File: config.mk
export PLATFORM = sky130hd
export DESIGN_NAME = count_sequence_monitor
export DESIGN_NICKNAME = d
export VERILOG_FILES = /design/src/rtl/count_monitor_pkg.sv /design/src/rtl/count_predictor.sv /design/src/rtl/count_sequence_monitor.sv
export SDC_FILE = /design/constraint.sdc
export NUM_CORES = 1
export LEC_CHECK = 0
export ABC_AREA = 0
export BUFFER_PORTS_ARGS = -buffer_cell sky130_fd_sc_hd__buf_2
export CORE_AREA = 5 5 50 52
export DETAILED_ROUTE_END_ITERATION = 7
export DIE_AREA = 0 0 55 57
export PLACE_DENSITY_LB_ADDON = 0.08
export SLEW_MARGIN = 30
export SYNTH_ARGS = -nofsm -noshare
export SYNTH_HDL_FRONTEND = slang
export SYNTH_SLANG_ARGS = --single-unit
File: constraint.sdc
create_clock -name clock -period 2.32 [get_ports clock]
set_input_delay 0 -clock clock [delete_from_list [all_inputs] [get_ports clock]]
set_output_delay 0 -clock clock [all_outputs]
set_load 0.1 [all_outputs]
File: src/rtl/count_monitor_pkg.sv
// rtl/count_monitor_pkg.sv - shared state, direction and statistics constants for count_sequence_monitor
package count_monitor_pkg;

  // FSM state encoding, exposed on the state output
  localparam logic [1:0] ST_ACQUIRE = 2'd0;
  localparam logic [1:0] ST_LOCKED  = 2'd1;
  localparam logic [1:0] ST_FAULT   = 2'd2;

  // Expected-sequence direction codes
  localparam logic [1:0] DIR_UP      = 2'd0;
  localparam logic [1:0] DIR_DOWN    = 2'd1;
  localparam logic [1:0] DIR_REVERSE = 2'd2;

  // Statistics counter widths
  localparam int WRAPS_W  = 16;
  localparam int ERRORS_W = 8;

endpackage

File: src/rtl/count_predictor.sv
// rtl/count_predictor.sv - combinational next-value check for the upstream counter sequence
module count_predictor
  import count_monitor_pkg::*;
#(
  parameter int         max    = 16,
  parameter int         digits = 4,
  parameter logic [1:0] dir    = DIR_UP
) (
  input  logic [digits-1:0] i_prev,
  input  logic              i_heading,        // reverse: 1 = next step expected upward
  input  logic              i_heading_valid,  // reverse: heading known
  input  logic [digits-1:0] i_sample,
  output logic              o_match,
  output logic              o_heading,        // heading to keep after a matching step
  output logic              o_sync_heading,   // heading re-derived from the sample alone
  output logic              o_sync_valid,
  output logic              o_wrap            // step is a period boundary
);

  localparam logic [digits-1:0] LAST = digits'(max - 1);
  localparam logic [digits-1:0] ONE  = digits'(1);
  localparam logic [digits-1:0] ZERO = '0;

  logic              w_sample_ok;
  logic              w_prev_ok;
  logic              w_up_step;
  logic              w_dn_step;
  logic              w_base;
  logic [digits-1:0] w_inc;
  logic [digits-1:0] w_dec;

  // Compare the sample with the legal successor(s) of the previous value
  always_comb begin
    w_sample_ok    = 32'(i_sample) < 32'(max);
    // An out-of-range previous value has no legal successor
    w_prev_ok      = 32'(i_prev) < 32'(max);
    w_inc          = i_prev + ONE;
    w_dec          = i_prev - ONE;
    w_up_step      = (i_sample == w_inc) && (i_prev != LAST);
    w_dn_step      = (i_sample == w_dec) && (i_prev != ZERO);
    w_base         = 1'b0;
    o_wrap         = 1'b0;
    o_heading      = i_heading;
    o_sync_heading = 1'b0;
    o_sync_valid   = 1'b0;

    case (dir)
      DIR_UP: begin
        w_base = (i_prev == LAST) ? (i_sample == ZERO) : w_up_step;
        o_wrap = (i_prev == LAST) && (i_sample == ZERO);
      end
      DIR_DOWN: begin
        w_base = (i_prev == ZERO) ? (i_sample == LAST) : w_dn_step;
        o_wrap = (i_prev == ZERO) && (i_sample == LAST);
      end
      default: begin
        // Unknown heading accepts either neighbour; the step taken fixes it
        w_base = i_heading_valid ? (i_heading ? w_up_step : w_dn_step)
                                 : (w_up_step || w_dn_step);
        o_wrap = (i_sample == ZERO);
      end
    endcase

    // Heading flips at the endpoints, otherwise follows the step direction
    if (i_sample == LAST) begin
      o_heading = 1'b0;
    end else if (i_sample == ZERO) begin
      o_heading = 1'b1;
    end else begin
      o_heading = i_heading_valid ? i_heading : w_up_step;
    end

    if (i_sample == ZERO) begin
      o_sync_heading = 1'b1;
      o_sync_valid   = 1'b1;
    end else if (i_sample == LAST) begin
      o_sync_heading = 1'b0;
      o_sync_valid   = 1'b1;
    end

    o_match = w_base && w_sample_ok && w_prev_ok;
  end

endmodule

File: src/rtl/count_sequence_monitor.sv
// rtl/count_sequence_monitor.sv - lock/fault monitor for an upstream counter; statistics under COUNT_MONITOR_STATS_EN
module count_sequence_monitor
  import count_monitor_pkg::*;
#(
  parameter int    max       = 16,
  parameter int    digits    = 4,
  parameter string direction = "up",
  parameter int    lock_len  = 3
) (
  input  logic                clock,
  input  logic                reset,
  input  logic [digits-1:0]   count,
  input  logic                clear,
  output logic                locked,
  output logic                error,
  output logic                wrap,
  output logic [WRAPS_W-1:0]  wraps,
  output logic [ERRORS_W-1:0] errors,
  output logic [1:0]          state
);

  localparam logic [1:0] DIR = (direction == "down")    ? DIR_DOWN :
                               (direction == "reverse") ? DIR_REVERSE : DIR_UP;
  localparam int RUN_W = $clog2(lock_len + 1);

  logic [digits-1:0] r_prev;
  logic              r_prev_valid;
  logic              r_heading;
  logic              r_heading_valid;
  logic [1:0]        r_state;
  logic [RUN_W-1:0]  r_run;
  logic              r_locked;
  logic              r_error;
  logic              r_wrap;

  logic w_match;
  logic w_next_heading;
  logic w_sync_heading;
  logic w_sync_valid;
  logic w_wrap_step;
  logic w_in_locked;
  logic w_err_set;
  logic w_wrap_set;
  logic w_run_done;

  count_predictor #(
    .max    (max),
    .digits (digits),
    .dir    (DIR)
  ) u_predictor (
    .i_prev          (r_prev),
    .i_heading       (r_heading),
    .i_heading_valid (r_heading_valid),
    .i_sample        (count),
    .o_match         (w_match),
    .o_heading       (w_next_heading),
    .o_sync_heading  (w_sync_heading),
    .o_sync_valid    (w_sync_valid),
    .o_wrap          (w_wrap_step)
  );

  assign w_in_locked = r_prev_valid && (r_state == ST_LOCKED);
  assign w_err_set   = w_in_locked && !w_match;
  assign w_wrap_set  = w_in_locked && w_match && w_wrap_step;
  assign w_run_done  = (32'(r_run) + 32'd1) >= 32'(lock_len);

  // Sequence tracking FSM; every sample becomes the next prev
  always_ff @(posedge clock or posedge reset) begin
    if (reset) begin
      r_prev          <= '0;
      r_prev_valid    <= 1'b0;
      r_heading       <= 1'b0;
      r_heading_valid <= 1'b0;
      r_state         <= ST_ACQUIRE;
      r_run           <= '0;
      r_locked        <= 1'b0;
      r_error         <= 1'b0;
      r_wrap          <= 1'b0;
    end else begin
      r_prev  <= count;
      r_error <= w_err_set;
      r_wrap  <= w_wrap_set;
      if (!r_prev_valid) begin
        r_prev_valid    <= 1'b1;
        r_heading       <= w_sync_heading;
        r_heading_valid <= w_sync_valid;
      end else begin
        case (r_state)
          ST_ACQUIRE: begin
            if (w_match) begin
              r_run           <= r_run + RUN_W'(1);
              r_heading       <= w_next_heading;
              r_heading_valid <= 1'b1;
              if (w_run_done) begin
                r_state  <= ST_LOCKED;
                r_locked <= 1'b1;
              end
            end else begin
              r_run           <= '0;
              r_heading       <= w_sync_heading;
              r_heading_valid <= w_sync_valid;
            end
          end
          ST_LOCKED: begin
            if (w_match) begin
              r_heading       <= w_next_heading;
              r_heading_valid <= 1'b1;
            end else begin
              r_state  <= ST_FAULT;
              r_locked <= 1'b0;
            end
          end
          default: begin
            // One-cycle fault: resynchronise on the current sample
            r_state         <= ST_ACQUIRE;
            r_run           <= '0;
            r_heading       <= w_sync_heading;
            r_heading_valid <= w_sync_valid;
          end
        endcase
      end
    end
  end

  assign locked = r_locked;
  assign error  = r_error;
  assign wrap   = r_wrap;
  assign state  = r_state;

`ifdef COUNT_MONITOR_STATS_EN
  logic [WRAPS_W-1:0]  r_wraps;
  logic [ERRORS_W-1:0] r_errors;

  // Period and violation counters; clear takes priority over a same-cycle event
  always_ff @(posedge clock or posedge reset) begin
    if (reset) begin
      r_wraps  <= '0;
      r_errors <= '0;
    end else if (clear) begin
      r_wraps  <= '0;
      r_errors <= '0;
    end else begin
      if (w_wrap_set) begin
        r_wraps <= r_wraps + WRAPS_W'(1);
      end
      if (w_err_set && (r_errors != {ERRORS_W{1'b1}})) begin
        r_errors <= r_errors + ERRORS_W'(1);
      end
    end
  end

  assign wraps  = r_wraps;
  assign errors = r_errors;
`else
  logic w_unused_clear;
  assign w_unused_clear = clear;
  assign wraps          = '0;
  assign errors         = '0;
`endif

endmodule
Word level (Yosys, flattened, before mapping)

Cells that the tools add are included.

Flip-flop bits (word level): 12

Mux-type cells: 11
Bitwise operators: 1
Magnitude comparators: 1
Eq/ne operators: 7
Reduce and logical (&&, ||, !) cells: 13
Add/sub/neg operators: 3

Operator list:

| kind                                                               | number |
|---|---|
| 2-to-1 mux 2 bit                                                   | 4 |
| case mux 2 bit (2 select lines)                                    | 2 |
| logical AND 1 bit                                                  | 6 |
| inequality test 2 bit (second input constant)                      | 3 |
| AND reduction 5 bit                                                | 1 |
| adder 4 x 1 -> 4 bit (second input constant)                       | 1 |
| equality test 4 bit                                                | 1 |
| equality test 4 bit (second input constant)                        | 1 |
| zero test 4 bit                                                    | 1 |
| 2-to-1 mux 1 bit                                                   | 4 |
| inequality test 4 bit (second input constant)                      | 1 |
| AND reduction 4 bit                                                | 1 |
| adder 2 x 1 -> 3 bit (second input constant)                       | 1 |
| greater-or-equal comparator 3 x 2 -> 1 bit (second input constant) | 1 |
| adder 2 x 1 -> 2 bit (second input constant)                       | 1 |
| equality test 2 x 1 -> 1 bit (second input constant)               | 1 |
| zero test 2 bit                                                    | 1 |
| case mux 1 bit (2 select lines)                                    | 1 |
| AND reduction 2 bit                                                | 1 |
| nonzero test 2 bit                                                 | 1 |
| zero test 1 bit                                                    | 1 |
| NOT 1 bit                                                          | 1 |

Logic depth before layout (Yosys ltp)

Gate-level depths: netlist of the first run.

Depth after elaboration: 6
Depth in mapped cells: 7
Depth with buffers taken out: 7

By module

A second synthesis of the first run with hierarchy kept.

Cells, all modules: 97
Area, all modules: 952.2 µm²

Modules (own cells, without submodules):

| module                 | times used | sequential area each (µm²) | area each (µm²) | cells an instance |
|---|---|---|---|---|
| count_sequence_monitor | 1          | 350.3                      | 783.3           | 75 |
| count_predictor        | 1          | 0.0                        | 168.9           | 22 |

Worst setup path before layout of the first run

Ideal clock, no wire load.

Kind: register to register
From: register r_state[0] (netlist: state[0])
To: register r_locked (netlist: locked)
Clock period less this slack: 2040 ps
Path slack: 280 ps
Stages on the path, launching flop included: 7
Arrival: 1947 ps
Setup time: 94 ps
Cell sequence: dfrtp_1 clkbuf_1 nor2_1 o2bb2ai_1 a31oi_1 o311ai_1 a221oi_2

Longest elaborated chain between the ends: 3

Ends and longest elaborated chain:

| element                                                                             | RTL line                      | text |
|---|---|---|
| from (decl)                                                                         | count_sequence_monitor.sv:30  | `logic [1:0] r_state;` |
| from (signal assigned)                                                              | count_sequence_monitor.sv:74  | `r_state <= ST_ACQUIRE;` |
| from (signal assigned)                                                              | count_sequence_monitor.sv:95  | `r_state <= ST_LOCKED;` |
| from (signal assigned)                                                              | count_sequence_monitor.sv:109 | `r_state <= ST_FAULT;` |
| equality test 2 x 1 -> 1 bit / zero test 2 bit (equally long branches)              | count_sequence_monitor.sv:88  | `case (r_state)` |
| inequality test 2 bit (no source line) / nonzero test 2 bit (equally long branches) | n/a                           |  |
| AND reduction 5 bit (no source line)                                                | n/a                           |  |
| to (signal assigned)                                                                | count_sequence_monitor.sv:76  | `r_locked <= 1'b0;` |
| to (signal assigned)                                                                | count_sequence_monitor.sv:96  | `r_locked <= 1'b1;` |
| to (signal assigned)                                                                | count_sequence_monitor.sv:110 | `r_locked <= 1'b0;` |
| to (decl)                                                                           | count_sequence_monitor.sv:32  | `logic r_locked;` |

Several ways; a longest one is shown, not always the timed one.
A chain may end at the register's enable or synchronous reset.

Worst setup path in the final report of the first run

From: register r_prev[0]
To: register r_locked (netlist: locked)

Longest elaborated chain between the ends: 6

Ends and longest elaborated chain:

| element                                  | RTL line                     | text |
|---|---|---|
| from (decl)                              | count_sequence_monitor.sv:26 | `logic [digits-1:0] r_prev;` |
| from (signal assigned)                   | count_sequence_monitor.sv:80 | `r_prev <= count;` |
| adder 4 x 1 -> 4 bit                     | count_predictor.sv:37        | `w_inc = i_prev + ONE;` |
| equality test 4 bit                      | count_predictor.sv:39        | `w_up_step = (i_sample == w_inc) && (i_prev != LAST);` |
| logical AND 1 bit                        | count_predictor.sv:39        |  |
| 2-to-1 mux 1 bit (*)                     | count_predictor.sv:49        | `w_base = (i_prev == LAST) ? (i_sample == ZERO) : w_up_step;` |
| inequality test 2 bit (no source line)   | n/a                          |  |
| AND reduction 5 bit (no source line) (*) | n/a                          |  |

Every way passes the cells marked *; elsewhere a longest branch is shown, timed or not.

==> qor.yml, run 1 <==
peakVddDrop_mv: 0.312
worstSetupPathType: "flop to flop"
die-area_mm2: 0.00314
ant_nets: 0
synthSimpleGateAreaFrac_pct: 14.3
cts_setup_buffers: 0
vias_per_cell: 4.37
status: "complete, no violations"
grt-ovfl-total: 0
synth_warnings: 0
h-tree-depth: 1
die_x_um: 55
cts.sinks: 12
ys.flop_type: "dfrtp_1"
nNetsFinal: 113
maxCapViolCount: 0
ios: 36
final.setup.tns_ns: 0
antenna_found_initial: 0
drt_iter0_markers: 3
synth-edff-count: 0
crit_required_ns: 2.50
crit_buf_inv: 0
syn_area_um2: 851
setup_viol: 0
critPathTopFamily: "flip-flops"
clk-insertion-delay-late_ns: 0.26
skew_ns: 0.00287
synth_seq_area_share_pct: 35.3
drc: 0
worst_setup_path_end_kind: "flop"
syn_inst: 85
die_h_um: 57
hold_class: "input port to asynchronous set/reset pin"
synthXorXnorAreaFrac_pct: 6.18
cts_hold_buf: 5
rsz0062_at_grt: "no"
leakage_nw: 0.454
fp-row-count: 17
grt_start_max_net_pins: 13
p_total_w: 0.000575
post_cts_resized: 0
num_antenna_cells: 0
crit_fanout: 4
fin_ws_ns: 0.578
dp_slack_ns: 0.572
drt-total-wl_mm: 1.41
crit_slowest_cell: "dfrtp_1"
cts_tree: "yes"
root_buffer: "clkbuf_4"
yosysUniqueCellTypes: 26
seq_area_um2: 300
grt_pass1_vias: 521
drive_gt1_share_pct: 18.8
fin_util_pct: 44.1
period_share_pct: 75.1
reg2reg_slack_ns: 0.58
holdWs_ns: 0.282
hold_viol_final: 0
synth_compound_area_share_pct: 16.0
synth_top_family_by_area: "buffers and inverters"
synth.ff_latch_count: 12
worstPathArrival_ns: 1.92
start_util_pct: 41.2
post-dp-hpwl_mm: 1.11
report.final.slew_viol_count: 0
layout_commonest_cell: "conb_1"
grt_pass1_wl_mm: 2.30
multiInputGateArea_um2: 442
fillers: 223
gp_congestion: 0.729
numCtsBuffers: 3
clock.fmax_ghz: 0.574
core-area_mm2: 0.00206
slowest_delay_ns: 0.41
clk_pin_slew_ns: 0.07
first_pass_iters: 4
wl_per_cell_um: 10.9
syn_area_per_cell_um2: 10.0
layout_min_cycle_time_ns: 1.74
async_flop_share_pct: 100
path_cells: "ha_1 -> xor2_1 -> nor4_4 -> a21oi_2 -> a221oi_2"
vias: 564
crit_path_start_kind: "flop"
io_buffers: 10
layout_common_cells: "conb_1, dfrtp_1, buf_2"
cts_max_path_buffers: 2
track_usage_pct: 10.2
area_growth_pct: 7.06
synthAdderAreaFrac_pct: 4.41
synthMuxAreaShare_pct: 0
p_per_area_mw_per_mm2: 631
==> kinds of logic after synthesis <==
group / count (synthesis)
DFF: 12
buffers and inverters: 28
other: 2
AOI/OAI and AO/OA: 15
xor gates and xnor gates: 6
adders and majority gates: 3
and+or+nand+nor: 19
==> stage by stage <==
stage	area, um2	instances
after floorplan	937	108
after global placement	838	121
after detailed placement	838	121
after CTS	911	129
after global routing	911	129
final	911	129
==> path summary, 6_finish.rpt <==
path,start,end,depth (start not counted)
max,r_prev[0]$_DFF_PP0_,locked$_DFFE_PP0P_,5
min,reset,locked$_DFFE_PP0P_,3
max reg2reg,r_prev[0]$_DFF_PP0_,locked$_DFFE_PP0P_,5
min reg2reg,r_run[0]$_DFFE_PP0P_,r_run[0]$_DFFE_PP0P_,1
max in group asynchronous,reset,wrap$_DFF_PP0_,3
min in group clock,count[0],r_prev[0]$_DFF_PP0_,2
==> synthesized netlist by cell type, types with 2 or more instances <==
master | n | area share [%]
o21ai_0 | 3 | 1.8
xor2_1 | 2 | 2.1
nand3_1 | 2 | 1.2
conb_1 | 2 | 0.88
o41ai_2 | 2 | 3.8
nor2b_1 | 3 | 2.2
buf_4 | 24 | 21
nand2b_1 | 2 | 1.5
dfrtp_1 | 12 | 35
o21bai_1 | 2 | 1.8
ha_1 | 3 | 4.4
inv_1 | 3 | 1.3
nand2_1 | 2 | 0.88
xnor2_1 | 4 | 4.1
o2bb2ai_1 | 4 | 4.1
nor2_1 | 5 | 2.2
==> state kept, by name, indices dropped and copies added, names as in the netlist <==
signal and flops:
error 1, locked 1, r_prev 4, r_prev_valid 1
r_run 2, state 2, wrap 1
==> power breakdown <==
| part | total [W] | switching [W] | internal, W |
|---|---|---|---|
| Sequential | 0.000221 | 0.00000580 | 0.000215 |
| Combinational | 0.000231 | 0.000204 | 0.0000270 |
| Clock | 0.000123 | 0.0000629 | 0.0000599 |
==> worst reg2reg max path, delay by kind of cell (launching register included) <==
family	cells	cell delay [ns]
adder cells (fa/ha/maj)	1	0.31
flip-flops	1	0.41
AND/OR/NAND/NOR	1	0.36
XOR/XNOR	1	0.18
AO/OA/AOI/OAI	2	0.40
==> layout make-up <==
class	count	share of cell area [%]
clock buffers	3	2.47
inverters	3	1.24
multi-input cells	68	48.5
flip-flops and latches	12	33.0
well taps	28	3.85
repair buffers	15	11.0
==> per-layer routing <==
| layer | wire length [um] | share of wire (%) | vias up | GRT usage, % |
|---|---|---|---|---|
| met2 | 764 | 54 | 13 | 16.2 |
| met4 | 20 | 1.4 | 0 | 4.17 |
| met5 | 0 | 0 | - | 0 |
| met3 | 83 | 5.9 | 4 | 3.13 |
| met1 | 540 | 38 | 271 | 12.4 |
| li1 | - | - | 276 | - |
(Power assumes the default switching activity.)
==> run 2: changes to the inputs <==
==> constraint.sdc (replaced) <==
create_clock -name clock -period 1.7 [get_ports clock]
set_input_delay 0 -clock clock [delete_from_list [all_inputs] [get_ports clock]]
set_output_delay 0 -clock clock [all_outputs]
set_load 0.1 [all_outputs]
==> qor.yml, run 2 (synthesis gave the netlist of run 1 again) <==
status: "complete, no violations"
clk_pin_slew_ns: 0.08
regMostFlops: "r_prev"
crit_path_start_kind: "flop"
cts_tree: "yes"
numCtsBuffers: 3
clock.fmax_ghz: 0.617
drt_iter0_markers: 10
ant_nets: 0
die_h_um: 57
fp-row-count: 17
crit_required_ns: 1.88
vias_per_cell: 4.32
die_x_um: 55
combPwrFrac_pct: 40.9
num_antenna_cells: 0
period_share_pct: 95.3
vias: 574
die-area_mm2: 0.00314
antenna_found_initial: 0
clockPowerShare_pct: 22.6
clk-insertion-delay-late_ns: 0.27
report.final.slew_viol_count: 0
maxCapViolCount: 0
drc: 0
seq_area_um2: 308
slowest_delay_ns: 0.42
p_sw_share_pct: 47.4
drive_gt1_share_pct: 29.5
nNetsFinal: 116
seqPwrFrac_pct: 36.5
h-tree-depth: 1
peakVddDrop_mv: 0.398
worstPathArrival_ns: 1.80
first_pass_iters: 2
dpl_cell_area_um2: 860
ios: 36
start_util_pct: 41.2
final.setup.tns_ns: 0
crit_buf_inv: 0
crit_slowest_cell: "dfrtp_1"
grt_pass1_vias: 526
multiInputGateArea_um2: 508
core-area_mm2: 0.00206
post-dp-hpwl_mm: 1.11
path_cells: "ha_4 -> xor2_1 -> nor4_4 -> a21oi_4 -> a221oi_2"
instances_no_fill: 133
grt_pass1_wl_mm: 2.29
crit_fanout: 4
layout_commonest_cell: "conb_1"
area_growth_pct: 18.8
cts.sinks: 12
root_buffer: "clkbuf_4"
wl_per_cell_um: 11.0
critPathTopFamily: "flip-flops"
internal_power_w: 0.000438
final_area_mm2: 0.00101
track_usage_pct: 10.0
reg2reg_slack_ns: 0.08
grt_start_max_net_pins: 13
leakage_nw: 0.482
drt-total-wl_mm: 1.47
rsz0062_at_grt: "yes"
p_total_w: 0.000832
setup_viol: 0
layout_min_cycle_time_ns: 1.62
p_sw_w: 0.000394
dpl.cell_count: 123
cts_max_path_buffers: 2
gp_congestion: 0.777
skew_ns: 0.00173
hold_viol_final: 0
holdWs_ns: 0.267
fillers: 214
largest_reg_flops: 4
worstSetupPathType: "flop to flop"
grt-ovfl-total: 0
worst_setup_path_end_kind: "flop"
hold_class: "input port to asynchronous set/reset pin"
io_buffers: 10
p_per_area_mw_per_mm2: 823
layout_common_cells: "conb_1, buf_2, dfrtp_1"
## run 2: final timing paths
check / start / end / depth (start not counted)
worst max-delay path: r_prev[1]$_DFF_PP0_ / locked$_DFFE_PP0P_ / 5
worst min-delay path: reset / r_prev_valid$_DFF_PP0_ / 3
worst max register to register: r_prev[1]$_DFF_PP0_ / locked$_DFFE_PP0P_ / 5
worst min register to register: r_run[0]$_DFFE_PP0P_ / r_run[0]$_DFFE_PP0P_ / 1
max in group asynchronous: reset / state[0]$_DFFE_PP0P_ / 3
min in group clock: count[3] / r_prev[3]$_DFF_PP0_ / 2
## run 2: power groups by stage
stage / Combinational [W] / Sequential [W] / Clock, W
2_1_floorplan: 0.000329 / 0.000306 / 0
3_3_place_gp: 0.000310 / 0.000307 / 0
3_5_place_dp: 0.000310 / 0.000307 / 0
4_1_cts: 0.000319 / 0.000301 / 0.000195
5_1_grt: 0.000355 / 0.000305 / 0.000210
6_report: 0.000341 / 0.000304 / 0.000188
## run 2: final cells by class
type,count,share of cell area [%]
Inverter,3,1.11
Timing Repair Buffer,18,12.1
Sequential cell,12,30.4
Multi-Input combinational cell,68,50.2
Clock buffer,4,2.60
Tap cell,28,3.47
## run 2: layer usage
metal | GRT usage [%] | wire, um | vias up
met5 | 0 | 0 | -
met4 | 6.25 | 34 | 0
met3 | 3.13 | 141 | 5
met2 | 13.5 | 692 | 25
met1 | 13.6 | 598 | 261
li1 | - | - | 283
## run 2: timing repair
item	CTS	global route
setup buffers	0	1
hold buffers	5	0
endpoints found under the hold margin	16	0
gates resized for setup	0	10
endpoints found under the setup margin	0	4
## run 2: worst reg2reg max path: stages (launching register included)
cell and delay, ns:
dfrtp_1 0.42, ha_4 0.25, xor2_1 0.17, nor4_4 0.36, a21oi_4 0.09, a221oi_2 0.24
## run 2: metrics by stage
stage | utilization, % | setup slack (ns)
floorplan | - | 0.0278
global placement | 41.7 | 0.0446
detailed placement | 41.7 | 0.0404
CTS | 45.4 | 0.0265
global route | 49.0 | -0.0567
finish | 49.0 | 0.0792
